`src/rtl/noc_traffic_monitor.sv`:
```
// noc_traffic_monitor: per-channel NoC packet counters with a pass / deadlock verdict.
// Handshakes are counted only during a run; a run ends in PASS once both totals reach
// TARGET, or in TIMEOUT once the idle watchdog reaches tmo_limit (0 disables it).
// Optional feature: define NOC_MON_CYCLE_CNT_EN to build the 32-bit run cycle counter;
// without it cycle_count is tied to zero and no counter register exists.
module noc_traffic_monitor #(
    parameter int NUM_CH = 4,
    parameter int CNT_W  = 16,
    parameter int TMO_W  = 20,
    parameter int TARGET = 10,
    localparam int RD_W  = (NUM_CH > 1) ? $clog2(NUM_CH) : 1
) (
    input  logic              ACLK,
    input  logic              ARESET,
    input  logic              start,
    input  logic [TMO_W-1:0]  tmo_limit,
    input  logic [NUM_CH-1:0] tx_valid,
    input  logic [NUM_CH-1:0] tx_ready,
    input  logic [NUM_CH-1:0] rx_valid,
    input  logic [NUM_CH-1:0] rx_ready,
    input  logic [RD_W-1:0]   rd_ch,
    output logic [CNT_W-1:0]  rd_sent,
    output logic [CNT_W-1:0]  rd_recv,
    output logic [CNT_W-1:0]  tot_sent,
    output logic [CNT_W-1:0]  tot_recv,
    output logic [CNT_W-1:0]  in_flight,
    output logic [1:0]        state,
    output logic              done,
    output logic [31:0]       cycle_count
);

    typedef enum logic [1:0] {
        ST_IDLE = 2'b00,
        ST_RUN  = 2'b01,
        ST_PASS = 2'b10,
        ST_TMO  = 2'b11
    } state_t;

    state_t             state_q, state_d;
    logic [CNT_W-1:0]   sent_q [NUM_CH];
    logic [CNT_W-1:0]   sent_d [NUM_CH];
    logic [CNT_W-1:0]   recv_q [NUM_CH];
    logic [CNT_W-1:0]   recv_d [NUM_CH];
    logic [CNT_W-1:0]   tot_sent_q, tot_sent_d;
    logic [CNT_W-1:0]   tot_recv_q, tot_recv_d;
    logic [TMO_W-1:0]   wd_q, wd_d;
    logic [NUM_CH-1:0]  tx_hs;
    logic [NUM_CH-1:0]  rx_hs;
    logic               start_acc;

    // Saturating add of a small increment (at most NUM_CH) onto a packet counter.
    function automatic logic [CNT_W-1:0] sat_add(input logic [CNT_W-1:0] a,
                                                 input logic [5:0]       b);
        logic [CNT_W+5:0] s;
        s = {6'd0, a} + {{CNT_W{1'b0}}, b};
        if (s[CNT_W+5:CNT_W] != 6'd0) sat_add = '1;
        else                           sat_add = s[CNT_W-1:0];
    endfunction

    // Number of channels handshaking in the same cycle.
    function automatic logic [5:0] popcnt(input logic [NUM_CH-1:0] v);
        logic [5:0] c;
        c = 6'd0;
        for (int i = 0; i < NUM_CH; i++) c = c + {5'd0, v[i]};
        popcnt = c;
    endfunction

    // Saturating +1 for the idle watchdog.
    function automatic logic [TMO_W-1:0] wd_inc(input logic [TMO_W-1:0] w);
        if (&w) wd_inc = w;
        else    wd_inc = w + {{(TMO_W-1){1'b0}}, 1'b1};
    endfunction

    assign tx_hs     = tx_valid & tx_ready;
    assign rx_hs     = rx_valid & rx_ready;
    assign start_acc = start && (state_q != ST_RUN);

    // Next-state, counter update and watchdog; PASS is judged on the registered totals.
    always_comb begin
        state_d    = state_q;
        sent_d     = sent_q;
        recv_d     = recv_q;
        tot_sent_d = tot_sent_q;
        tot_recv_d = tot_recv_q;
        wd_d       = wd_q;
        case (state_q)
            ST_RUN: begin
                for (int i = 0; i < NUM_CH; i++) begin
                    sent_d[i] = sat_add(sent_q[i], {5'd0, tx_hs[i]});
                    recv_d[i] = sat_add(recv_q[i], {5'd0, rx_hs[i]});
                end
                tot_sent_d = sat_add(tot_sent_q, popcnt(tx_hs));
                tot_recv_d = sat_add(tot_recv_q, popcnt(rx_hs));
                if ((tx_hs != '0) || (rx_hs != '0)) wd_d = '0;
                else                                 wd_d = wd_inc(wd_q);
                if ((32'(tot_sent_q) >= 32'(TARGET)) && (32'(tot_recv_q) >= 32'(TARGET)))
                    state_d = ST_PASS;
                else if ((tmo_limit != '0) && (wd_d == tmo_limit))
                    state_d = ST_TMO;
            end
            default: begin
                if (start_acc) begin
                    state_d = ST_RUN;
                    for (int i = 0; i < NUM_CH; i++) begin
                        sent_d[i] = '0;
                        recv_d[i] = '0;
                    end
                    tot_sent_d = '0;
                    tot_recv_d = '0;
                    wd_d       = '0;
                end
            end
        endcase
    end

    // State, counter and watchdog registers.
    always_ff @(posedge ACLK) begin
        if (ARESET) begin
            state_q    <= ST_IDLE;
            tot_sent_q <= '0;
            tot_recv_q <= '0;
            wd_q       <= '0;
            for (int i = 0; i < NUM_CH; i++) begin
                sent_q[i] <= '0;
                recv_q[i] <= '0;
            end
        end else begin
            state_q    <= state_d;
            tot_sent_q <= tot_sent_d;
            tot_recv_q <= tot_recv_d;
            wd_q       <= wd_d;
            for (int i = 0; i < NUM_CH; i++) begin
                sent_q[i] <= sent_d[i];
                recv_q[i] <= recv_d[i];
            end
        end
    end

    // Channel readout; out-of-range selects read as zero.
    always_comb begin
        rd_sent = '0;
        rd_recv = '0;
        if (32'(rd_ch) < 32'(NUM_CH)) begin
            rd_sent = sent_q[rd_ch];
            rd_recv = recv_q[rd_ch];
        end
    end

    assign tot_sent  = tot_sent_q;
    assign tot_recv  = tot_recv_q;
    assign in_flight = tot_sent_q - tot_recv_q;
    assign state     = state_q;
    assign done      = (state_q == ST_PASS) || (state_q == ST_TMO);

`ifdef NOC_MON_CYCLE_CNT_EN
    logic [31:0] cyc_q, cyc_d;

    // Run cycle counter: cleared when a run starts, advances each RUN cycle, holds otherwise.
    always_comb begin
        cyc_d = cyc_q;
        if (state_q == ST_RUN) cyc_d = cyc_q + 32'd1;
        else if (start_acc)    cyc_d = 32'd0;
    end

    // Cycle counter register.
    always_ff @(posedge ACLK) begin
        if (ARESET) cyc_q <= 32'd0;
        else        cyc_q <= cyc_d;
    end

    assign cycle_count = cyc_q;
`else
    assign cycle_count = 32'd0;
`endif

endmodule

```
`config.mk`:
```
export PLATFORM = sky130hd
export DESIGN_NAME = noc_traffic_monitor
export DESIGN_NICKNAME = d
export VERILOG_FILES = /design/src/rtl/noc_traffic_monitor.sv
export SDC_FILE = /design/constraint.sdc
export NUM_CORES = 1
export LEC_CHECK = 0
export BUFFER_PORTS_ARGS = -buffer_cell sky130_fd_sc_hd__buf_2
export CAP_MARGIN = 10
export CORE_MARGIN = 5
export CORE_UTILIZATION = 33
export CTS_CLUSTER_DIAMETER = 150
export DETAILED_ROUTE_END_ITERATION = 16
export GPL_ROUTABILITY_DRIVEN = 1
export RECOVER_POWER = 100
export SYNTH_ARGS = -nofsm -noshare
export SYNTH_HDL_FRONTEND = slang
export SYNTH_SLANG_ARGS = --single-unit
export TNS_END_PERCENT = 20
```
`constraint.sdc`:
```
create_clock -name ACLK -period 7.25 [get_ports ACLK]
set_clock_uncertainty 0.1 [all_clocks]
set_input_delay 0.3625 -clock ACLK [delete_from_list [all_inputs] [get_ports ACLK]]
set_output_delay 0.3625 -clock ACLK [all_outputs]
set_load 0.03 [all_outputs]
```
==> results of run 1 <==
## tightest hold or removal path, delay by kind of cell
kind            cells  cell delay [ns]
buf+inv             1             0.10
simple gates        1             0.09
xor+xnor            1             0.07
compound gates      1             0.06
## worst paths after layout
kind | endpoint | depth (start not counted) | slack, ns
hold / removal | state[1] | 4 | 0.18
setup / recovery | recv_q[38] | 6 | 2.16
hold reg to reg | sent_q[48] | 2 | 0.39
setup reg to reg | recv_q[38] | 6 | 2.16
## per-stage QoR
| stage | cells | setup WS, ns | util | total power (µW) |
|---|---|---|---|---|
| floorplan | 1673 | 3.486 | - | 1279 |
| global placement | 2188 | 3.144 | 0.3536 | 1349 |
| detailed placement | 2188 | 3.065 | 0.3536 | 1354 |
| CTS | 2220 | 3.400 | 0.3691 | 2306 |
| global route | 2220 | 1.701 | 0.3658 | 2373 |
| finish | 2220 | 2.159 | 0.3658 | 2277 |
## cell usage in the layout, fill, tap and decap left out, types with 5 or more instances in the layout
cell,count
a21o_1,13
nand2_1,116
a211oi_1,8
o21ai_0,157
nor3b_1,7
mux2i_1,18
buf_4,7
xnor2_1,21
inv_6,5
mux4_2,32
and2_1,8
xor2_1,9
ha_1,34
dfxtp_1,182
nor2b_1,6
a2bb2oi_1,14
nor4_1,22
a21oi_1,179
fa_1,7
nor2_1,210
nand4_1,12
buf_2,39
or2_2,5
clkbuf_16,17
conb_1,32
nor3_1,49
o41ai_1,11
and3_1,59
nand3_1,82
o31ai_1,11
inv_1,71
a22oi_1,42
a31oi_1,10
nand3b_1,10
clkbuf_1,84
nand2b_1,39
## logic make-up after synthesis
group,after synthesis
adders and majority gates,41
xor gates and xnor gates,30
muxes,52
AOI/OAI and AO/OA,480
and+or+nand+nor,659
other,1
DFF,182
buffers and inverters,197
## power by group
| group | total, µW | internal [µW] | switching, µW |
|---|---|---|---|
| combinational | 317 | 89.2 | 227 |
| clock | 950 | 489 | 461 |
| sequential | 1010 | 1000 | 6.81 |
| total | 2280 | 1580 | 695 |
## routing by layer
layer	part of all wire	vias up	wire length [µm]	track usage
li1	-	5981	-	-
met1	0.46	5886	17180	0.2380
met2	0.46	366	17240	0.2885
met3	0.053	56	1993	0.02735
met4	0.023	0	871	0.05155
met5	0	-	0	0
## flip-flops by register name, summed over array words and instances (netlist names)
| register | flops |
|---|---|
| sent_q | 64 |
| tot_recv | 16 |
| wd_q | 20 |
| recv_q | 64 |
| tot_sent | 16 |
| state | 2 |
## cell type report
class | count | area [µm²] | share of cell area
clock buffers | 17 | 425.4 | 0.03109
clock inverters | 15 | 156.4 | 0.01143
inverters | 71 | 266.5 | 0.01948
multi-input cells | 1294 | 7988 | 0.5838
flip-flops and latches | 182 | 3643 | 0.2663
well taps | 511 | 639.4 | 0.04673
repair buffers | 130 | 563.0 | 0.04115
==> impl_metrics.env, run 1 <==
export IMPL_status="finished, violations left"
export IMPL_violated_checks="capacitance limit, slew limit"
export IMPL_drt_pass1_iter_count=5
export IMPL_cts_tree="built"
export IMPL_max_clock_freq_mhz=196.4
export IMPL_tightestPinTransition_ns=3.453
export IMPL_post_synth_main_area_contributors="dfxtp_1 (29%), a21oi_1 (7.2%), nor2_1 (6.4%)"
export IMPL_hold_start="tmo_limit[6]"
export IMPL_detail_route_wirelength_um=37290
export IMPL_report_final_hold_viol_count=0
export IMPL_clock_slew_seen_by_the_registers_of_the_worst_setup_and_hold_paths_ns=0.07
export IMPL_cts_buffers_inserted=17
export IMPL_crit_path_start_kind="flop"
export IMPL_floorplan_die_area_mm2=0.04151
export IMPL_via_count_of_the_routed_design=12290
export IMPL_fin_setup_tns_ns=0
export IMPL_arrival_time_of_the_worst_setup_path_ns=5.36
export IMPL_vias_in_the_first_global_route=11590
export IMPL_fillerInstances=3947
export IMPL_synth_xor_area_share=0.02121
export IMPL_placement_io_buffers=123
export IMPL_floorplan_core_area_mm2=0.03740
export IMPL_postCtsHoldBufs=0
export IMPL_insertedDiodeCount=0
export IMPL_cp_top_family="simple AND/OR/NAND/NOR gates"
export IMPL_grt_overflow=0
export IMPL_chipHeight_um=203.7
export IMPL_drc=0
export IMPL_root_buffer="clkbuf_16"
export IMPL_peak_supply_drop_mv=0.1497
export IMPL_min_period_over_period=0.7022
export IMPL_synthDistinctLibCells=72
export IMPL_maximum_number_of_pins_on_one_net_before_global_route_repair=89
export IMPL_synthSimpleGateAreaFrac=0.2637
export IMPL_ws_path_type="reg2reg"
export IMPL_detail_route_iter0_violations=1049
export IMPL_post_cts_resize_count=0
export IMPL_grt_setup_unrepaired="false"
export IMPL_p_per_area_mw_per_mm2=166.4
export IMPL_power_static_leakage_uw=0.004768
export IMPL_setup_viol_count_final=0
export IMPL_critical_path_slowest_cell="nand2b_1"
export IMPL_synth_enable_flop_cells=0
export IMPL_chipWidth_um=203.7
export IMPL_yosys_area_top_type_share=0.2941
export IMPL_drive_above_1_share=0.07841
export IMPL_worstSetupEndpointType="flop"
export IMPL_final_max_slew_viol_count=189
export IMPL_gpl_final_weighted_congestion=0.8751
export IMPL_cp_required_ns=7.51
export IMPL_detailedPlacementHpwl_um=25840
export IMPL_finish_instance_area_mm2=0.01368
export IMPL_row_count=71
export IMPL_hold_ws_ns=0.1788
export IMPL_avgSynthCellArea_um2=7.544
export IMPL_yosysMostFrequentCell="nor2_1"
export IMPL_initial_core_util=0.3312
export IMPL_clock_path_buffers=2
export IMPL_number_of_antenna_violations_at_the_first_check_in_global_routing=0
export IMPL_worst_slew_margin_rel=-1.302
export IMPL_max_cap_viol_count=3
export IMPL_post_drt_via_cell_ratio=5.536
export IMPL_critical_path_n_buffers_inverters=1
export IMPL_worstSetupStartpoint="state[1]"
export IMPL_route_detailed_wl_per_inst_um=16.80
export IMPL_ctsHtreeMaxLevel=4
export IMPL_insertion_delay_ns=0.45
export IMPL_cts_sink_count=182
export IMPL_yosys_area_share_adder=0.04566
export IMPL_dpl_instance_area_mm2=0.01322
export IMPL_synth_yosys_warnings=0
export IMPL_final_antenna_net_count=0
export IMPL_synth_top_family_by_area="simple AND/OR/NAND/NOR gates"
export IMPL_postSynth_topFlopCell="dfxtp_1"
export IMPL_critical_path_max_fanout=88
export IMPL_hold_path_class="in2reg"
export IMPL_global_route_wire_length_before_repair_um=60290
export IMPL_library_cell_occupying_the_most_area_in_the_post_synthesis_netlist="dfxtp_1"
export IMPL_cpPeakStageDelay_ns=2.51
export IMPL_post_synth_mux_area_share=0.07455
export IMPL_final_net_count=1778
export IMPL_design_portCount=156
export IMPL_proportion_of_register_bits_with_asynchronous_set_or_reset_after_synthesis=0
export IMPL_synth_top_cells_by_count="nor2_1 (211), dfxtp_1 (182), a21oi_1 (179)"
export IMPL_syn_area_mm2=0.01239
export IMPL_synth_yosys_seq_area_share=0.2941
export IMPL_synth_compound_area_share=0.2292
export IMPL_postCtsSetupRepairBufs=0
export IMPL_synthCells=1642
export IMPL_cells_along_the_critical_path="nand2b_1, nand2_2, buf_4, o21ai_0, a22oi_1, nor2_1"
export IMPL_groute_usage_overall=0.1751
export IMPL_worstReg2RegStart="state[1]"
export IMPL_layout_min_cycle_time_ns=5.091
export IMPL_relative_area_change_from_synthesis_to_final_layout_pct=10.45
export IMPL_synth_seq_cells=182
Power figures use the tool's default switching activity.
==> run 2: changes to the inputs <==
==> constraint.sdc (replaced) <==
create_clock -name ACLK -period 5.2 [get_ports ACLK]
set_clock_uncertainty 0.1 [all_clocks]
set_input_delay 0.26 -clock ACLK [delete_from_list [all_inputs] [get_ports ACLK]]
set_output_delay 0.26 -clock ACLK [all_outputs]
set_load 0.03 [all_outputs]
==> run 2 against run 1 <==
Against the previous run:
- the flow still finishes with violations (capacitance limit, slew limit)
- cell area shrank 0.18%
- via count decreased by 0.45%
- non-clock buffer count grew 1
- global-route usage is 0.23 points lower
==> impl_metrics.env, run 2 (synthesized netlist as in run 1, its figures left out) <==
export IMPL_status="finished, violations left"
export IMPL_violated_checks="capacitance limit, slew limit"
export IMPL_final_net_count=1779
export IMPL_grt_overflow=0
export IMPL_report_final_hold_viol_count=0
export IMPL_cts_buffers_inserted=17
export IMPL_setup_viol_count_final=0
export IMPL_final_max_slew_viol_count=219
export IMPL_cts_tree="built"
export IMPL_chipHeight_um=203.7
export IMPL_root_buffer="clkbuf_16"
export IMPL_pwr_share_comb=0.140
export IMPL_drt_pass1_iter_count=6
export IMPL_vias_in_the_first_global_route=11450
export IMPL_number_of_antenna_violations_at_the_first_check_in_global_routing=0
export IMPL_cts_sink_count=182
export IMPL_worst_slew_margin_rel=-1.097
export IMPL_hold_ws_ns=0.04490
export IMPL_arrival_time_of_the_worst_setup_path_ns=4.29
export IMPL_grt_setup_unrepaired="false"
export IMPL_design_portCount=156
export IMPL_detailedPlacementHpwl_um=25760
export IMPL_postCtsSetupRepairBufs=0
export IMPL_switching_share=0.3047
export IMPL_post_cts_resize_count=0
export IMPL_gpl_final_weighted_congestion=0.8763
export IMPL_placement_io_buffers=123
export IMPL_tightestPinTransition_ns=3.145
export IMPL_relative_area_change_from_synthesis_to_final_layout_pct=10.25
export IMPL_detail_route_iter0_violations=1021
export IMPL_max_clock_freq_mhz=240.7
export IMPL_hold_path_class="in2reg"
export IMPL_drc=0
export IMPL_layout_utilization=0.3652
export IMPL_postCtsHoldBufs=0
export IMPL_cp_required_ns=5.33
export IMPL_ws_path_type="reg2reg"
export IMPL_final_antenna_net_count=0
export IMPL_floorplan_core_area_mm2=0.03740
export IMPL_power_share_clock=0.410
export IMPL_max_cap_viol_count=4
export IMPL_via_count_of_the_routed_design=12230
export IMPL_post_drt_via_cell_ratio=5.508
export IMPL_insertedDiodeCount=0
export IMPL_drive_above_1_share=0.07778
export IMPL_clock_path_buffers=2
export IMPL_insertion_delay_ns=0.44
export IMPL_internal_power_uw=2175
export IMPL_initial_core_util=0.3312
export IMPL_reg2reg_slack_ns=1.05
export IMPL_final_cell_mix="nor2_1 (210), dfxtp_1 (182), a21oi_1 (179), o21ai_0 (157), nand2_1 (116)"
export IMPL_global_route_wire_length_before_repair_um=59660
export IMPL_ctsHtreeMaxLevel=4
export IMPL_layout_cells_most_common="nor2_1"
export IMPL_power_switching_uw=953.4
export IMPL_p_per_area_mw_per_mm2=229.1
export IMPL_crit_path_start_kind="flop"
export IMPL_power_share_sequential=0.450
export IMPL_critical_path_max_fanout=82
export IMPL_largestRegisters="recv_q (64), sent_q (64), wd_q (20)"
export IMPL_min_period_over_period=0.7989
export IMPL_peak_supply_drop_mv=0.1993
export IMPL_layout_min_cycle_time_ns=4.154
export IMPL_floorplan_die_area_mm2=0.04151
export IMPL_chipWidth_um=203.7
export IMPL_power_static_leakage_uw=0.004753
export IMPL_maximum_number_of_pins_on_one_net_before_global_route_repair=83
export IMPL_row_count=71
export IMPL_clock_slew_seen_by_the_registers_of_the_worst_setup_and_hold_paths_ns=0.08
export IMPL_worstSetupEndpointType="flop"
export IMPL_groute_usage_overall=0.1728
export IMPL_route_detailed_wl_per_inst_um=16.72
export IMPL_detail_route_wirelength_um=37140
export IMPL_fin_setup_tns_ns=0
-- run 2: cell count changes in the layout (fill, tap and decap cells not counted), moves of 2 or more --
| cell | before | now |
|---|---|---|
| inv_8 | 4 | 2 |
| clkinv_4 | 2 | 4 |
| clkbuf_2 | 0 | 2 |
| clkbuf_8 | 0 | 2 |
| buf_4 | 7 | 5 |
-- run 2: metrics by stage --
stage,cells,power (µW),cell area (µm²),setup slack [ns]
2_1_floorplan,1673,1784,12500,1.539
3_3_place_gp,2189,1883,13230,1.185
3_5_place_dp,2189,1888,13230,1.099
4_1_cts,2221,3168,13800,1.305
5_1_grt,2221,3251,13660,0.7364
6_report,2221,3129,13660,1.046
-- run 2: per-layer routing --
metal | vias to the layer above | routed length, µm | share of wire | track usage
met1 | 5874 | 17160 | 0.46 | 0.2314
li1 | 5984 | - | - | -
met3 | 48 | 1945 | 0.052 | 0.03117
met2 | 328 | 17190 | 0.46 | 0.2847
met4 | 0 | 843 | 0.023 | 0.05324
met5 | - | 0 | 0 | 0
-- run 2: critical path: stages (launching register included) --
cell,delay [ns]
dfxtp_1,0.49
nand2b_1,0.23
clkbuf_2,1.25
a21o_1,0.25
clkbuf_1,1.42
nor3_1,0.15
-- run 2: power by group through the flow --
stage / clock, µW / combinational [µW] / sequential, µW
global placement: 0 / 442 / 1440
finish: 1280 / 439 / 1410
CTS: 1310 / 448 / 1410
floorplan: 0 / 340 / 1440
global route: 1360 / 478 / 1410
detailed placement: 0 / 447 / 1440
-- run 2: layout make-up --
cell class                 instances  area, µm²
tap                              511      639.4
inverter                          71      266.5
fill                            3955      23740
multi-input combinational       1294       7980
sequential                       182       3643
timing repair buffer             131      561.8
clock buffer                      19      452.9
clock inverter                    13      112.6
-- run 2: worst paths after layout --
kind                      to          from  cells past startpoint
setup / recovery  recv_q[46]      state[1]                      5
hold / removal      state[1]  tmo_limit[6]                      4
setup reg to reg  recv_q[46]      state[1]                      5
hold reg to reg   sent_q[32]    sent_q[32]                      2
==> run 3: changes to the inputs <==
==> constraint.sdc (replaced) <==
create_clock -name ACLK -period 3.9 [get_ports ACLK]
set_clock_uncertainty 0.1 [all_clocks]
set_input_delay 0.195 -clock ACLK [delete_from_list [all_inputs] [get_ports ACLK]]
set_output_delay 0.195 -clock ACLK [all_outputs]
set_load 0.03 [all_outputs]
==> run 3 against run 2 <==
Against the previous run:
- the flow now finishes without violations
- combinational power increased by 35%
- first-iteration DRC count decreased by 14%
- sequential cell count unchanged
- highest routed layer unchanged
- largest power group unchanged
- non-clock buffer count increased by 17
- register-to-register slack got worse by 0.79 ns
- total power increased by 35%
- fmax increased by 14%
- critical endpoint is now tot_recv[7]
- global-route usage increased by 0.075 points
==> impl_metrics.env, run 3 (synthesized netlist as in run 1, its figures left out) <==
export IMPL_p_per_area_mw_per_mm2=305.3
export IMPL_drc=0
export IMPL_chipWidth_um=203.7
export IMPL_drt_pass1_iter_count=5
export IMPL_cts_buffers_inserted=17
export IMPL_floorplan_core_area_mm2=0.03740
export IMPL_dpl_instance_area_mm2=0.01336
export IMPL_post_cts_resize_count=0
export IMPL_cp_required_ns=4.18
export IMPL_layout_cells_most_common="nor2_1"
export IMPL_route_detailed_wl_per_inst_um=16.66
export IMPL_worstReg2RegStart="tot_recv[0]"
export IMPL_clock_path_buffers=2
export IMPL_row_count=71
export IMPL_hold_path_class="in2reg"
export IMPL_design_portCount=156
export IMPL_gpl_final_weighted_congestion=0.8942
export IMPL_number_of_antenna_violations_at_the_first_check_in_global_routing=0
export IMPL_hold_start="tmo_limit[0]"
export IMPL_reg2reg_slack_ns=0.25
export IMPL_fin_setup_tns_ns=0
export IMPL_status="complete, no violations"
export IMPL_switching_share=0.3141
export IMPL_r2r_end="tot_recv[7]"
export IMPL_report_final_hold_viol_count=0
export IMPL_max_clock_freq_mhz=274.3
export IMPL_min_delay_path_depth=4
export IMPL_peak_supply_drop_mv=0.2999
export IMPL_vias_in_the_first_global_route=11380
export IMPL_chipHeight_um=203.7
export IMPL_tightestPinTransition_ns=1.207
export IMPL_cts_sink_count=182
export IMPL_floorplan_die_area_mm2=0.04151
export IMPL_detail_route_wirelength_um=37290
export IMPL_postCtsHoldBufs=1
export IMPL_root_buffer="clkbuf_16"
export IMPL_via_count_of_the_routed_design=12360
export IMPL_placement_io_buffers=123
export IMPL_critical_path_max_fanout=13
export IMPL_grt_setup_unrepaired="false"
export IMPL_clock_slew_seen_by_the_registers_of_the_worst_setup_and_hold_paths_ns=0.08
export IMPL_ff2ff_path_depth=13
export IMPL_worstSetupEndpointType="flop"
export IMPL_postCtsSetupRepairBufs=0
export IMPL_final_net_count=1796
export IMPL_power_switching_uw=1326
export IMPL_largestRegisters="recv_q (64), sent_q (64), wd_q (20)"
export IMPL_ctsHtreeMaxLevel=4
export IMPL_final_cell_mix="nor2_1 (210), dfxtp_1 (182), a21oi_1 (179), o21ai_0 (157), nand2_1 (116)"
export IMPL_insertion_delay_ns=0.45
export IMPL_pwr_share_comb=0.140
export IMPL_relative_area_change_from_synthesis_to_final_layout_pct=11.63
export IMPL_global_route_wire_length_before_repair_um=60000
export IMPL_internal_power_uw=2895
export IMPL_layout_min_cycle_time_ns=3.646
export IMPL_finish_instance_area_mm2=0.01383
export IMPL_arrival_time_of_the_worst_setup_path_ns=3.92
export IMPL_setup_viol_count_final=0
export IMPL_ws_path_type="reg2reg"
export IMPL_design_power_total_uw=4221
export IMPL_insertedDiodeCount=0
export IMPL_groute_usage_overall=0.1736
export IMPL_detail_route_iter0_violations=879
export IMPL_initial_core_util=0.3312
export IMPL_maximum_number_of_pins_on_one_net_before_global_route_repair=75
export IMPL_final_antenna_net_count=0
export IMPL_power_share_sequential=0.444
export IMPL_power_static_leakage_uw=0.004862
export IMPL_drive_above_1_share=0.08743
export IMPL_detailedPlacementHpwl_um=26070
export IMPL_max_cap_viol_count=0
export IMPL_cts_tree="built"
export IMPL_timing_hold_worst_endpoint="state[1]"
export IMPL_post_drt_via_cell_ratio=5.524
export IMPL_worstSetupStartpoint="tot_recv[0]"
export IMPL_grt_overflow=0
export IMPL_min_period_over_period=0.9349
export IMPL_power_share_clock=0.416
export IMPL_worst_slew_margin_rel=0.1956
export IMPL_final_max_slew_viol_count=0
export IMPL_crit_path_start_kind="flop"
run 3: cell types whose count changed in the layout (fill, tap and decap cells not counted), moves of 2 or more:
cell / previous run / this run
buf_4: 5 / 21
and2_0: 3 / 7
and2_1: 7 / 3
clkbuf_1: 85 / 82
clkinv_4: 4 / 1
clkinv_8: 0 / 3
clkbuf_2: 2 / 4
clkbuf_8: 2 / 0
inv_6: 4 / 6
run 3: power by group through the flow:
stage / Sequential (µW) / Combinational [µW] / Clock, µW
floorplan: 1920 / 453 / 0
detailed placement: 1920 / 601 / 0
global placement: 1920 / 593 / 0
global route: 1880 / 651 / 1870
CTS: 1880 / 604 / 1790
finish: 1880 / 591 / 1750
run 3: area by class of cell:
class / count / area, µm²
clock buffers: 17 / 425.4
inverters: 71 / 266.5
flip-flops and latches: 182 / 3643
fillers: 3936 / 23570
repair buffers: 148 / 710.7
clock inverters: 15 / 158.9
multi-input cells: 1294 / 7983
well taps: 511 / 639.4
run 3: metrics by stage:
stage / hold slack [ns] / util / setup slack (ns) / std cells
global placement: 0.3592 / 0.3573 / 0.2438 / 2205
finish: 0.06225 / 0.3697 / 0.2539 / 2238
CTS: 0.05130 / 0.3732 / 0.2854 / 2238
global route: 0.07259 / 0.3697 / 0.03364 / 2238
detailed placement: 0.3660 / 0.3573 / 0.1596 / 2205
floorplan: 0.2801 / - / 0.3038 / 1673
run 3: worst max path at each step:
stage,endpoint,cells past startpoint,slack [ns]
2_1_floorplan,in_flight[14],11,0.30
3_3_place_gp,tot_recv[0],15,0.24
3_5_place_dp,tot_recv[9],15,0.16
4_1_cts,in_flight[14],13,0.29
5_1_grt,tot_sent[5],14,0.03
6_report,tot_recv[7],13,0.25
run 3: critical path, stage by stage (launching register included):
cell	delay (ns)
dfxtp_1	0.33
fa_1	0.53
inv_1	0.05
fa_1	0.39
inv_1	0.08
fa_1	0.22
nand3_1	0.20
nor4_1	0.50
and3_1	0.26
nand2_1	0.11
or2_1	0.45
o41ai_1	0.14
nand2_1	0.09
a21oi_1	0.14
run 3: routing by layer:
metal | part of all wire | vias up | track usage | wire length [µm]
met5 | 0 | - | 0 | 0
met4 | 0.012 | 0 | 0.04047 | 461
met3 | 0.054 | 37 | 0.02512 | 2012
met2 | 0.47 | 338 | 0.2884 | 17560
met1 | 0.46 | 5955 | 0.2396 | 17260
li1 | - | 6033 | - | -
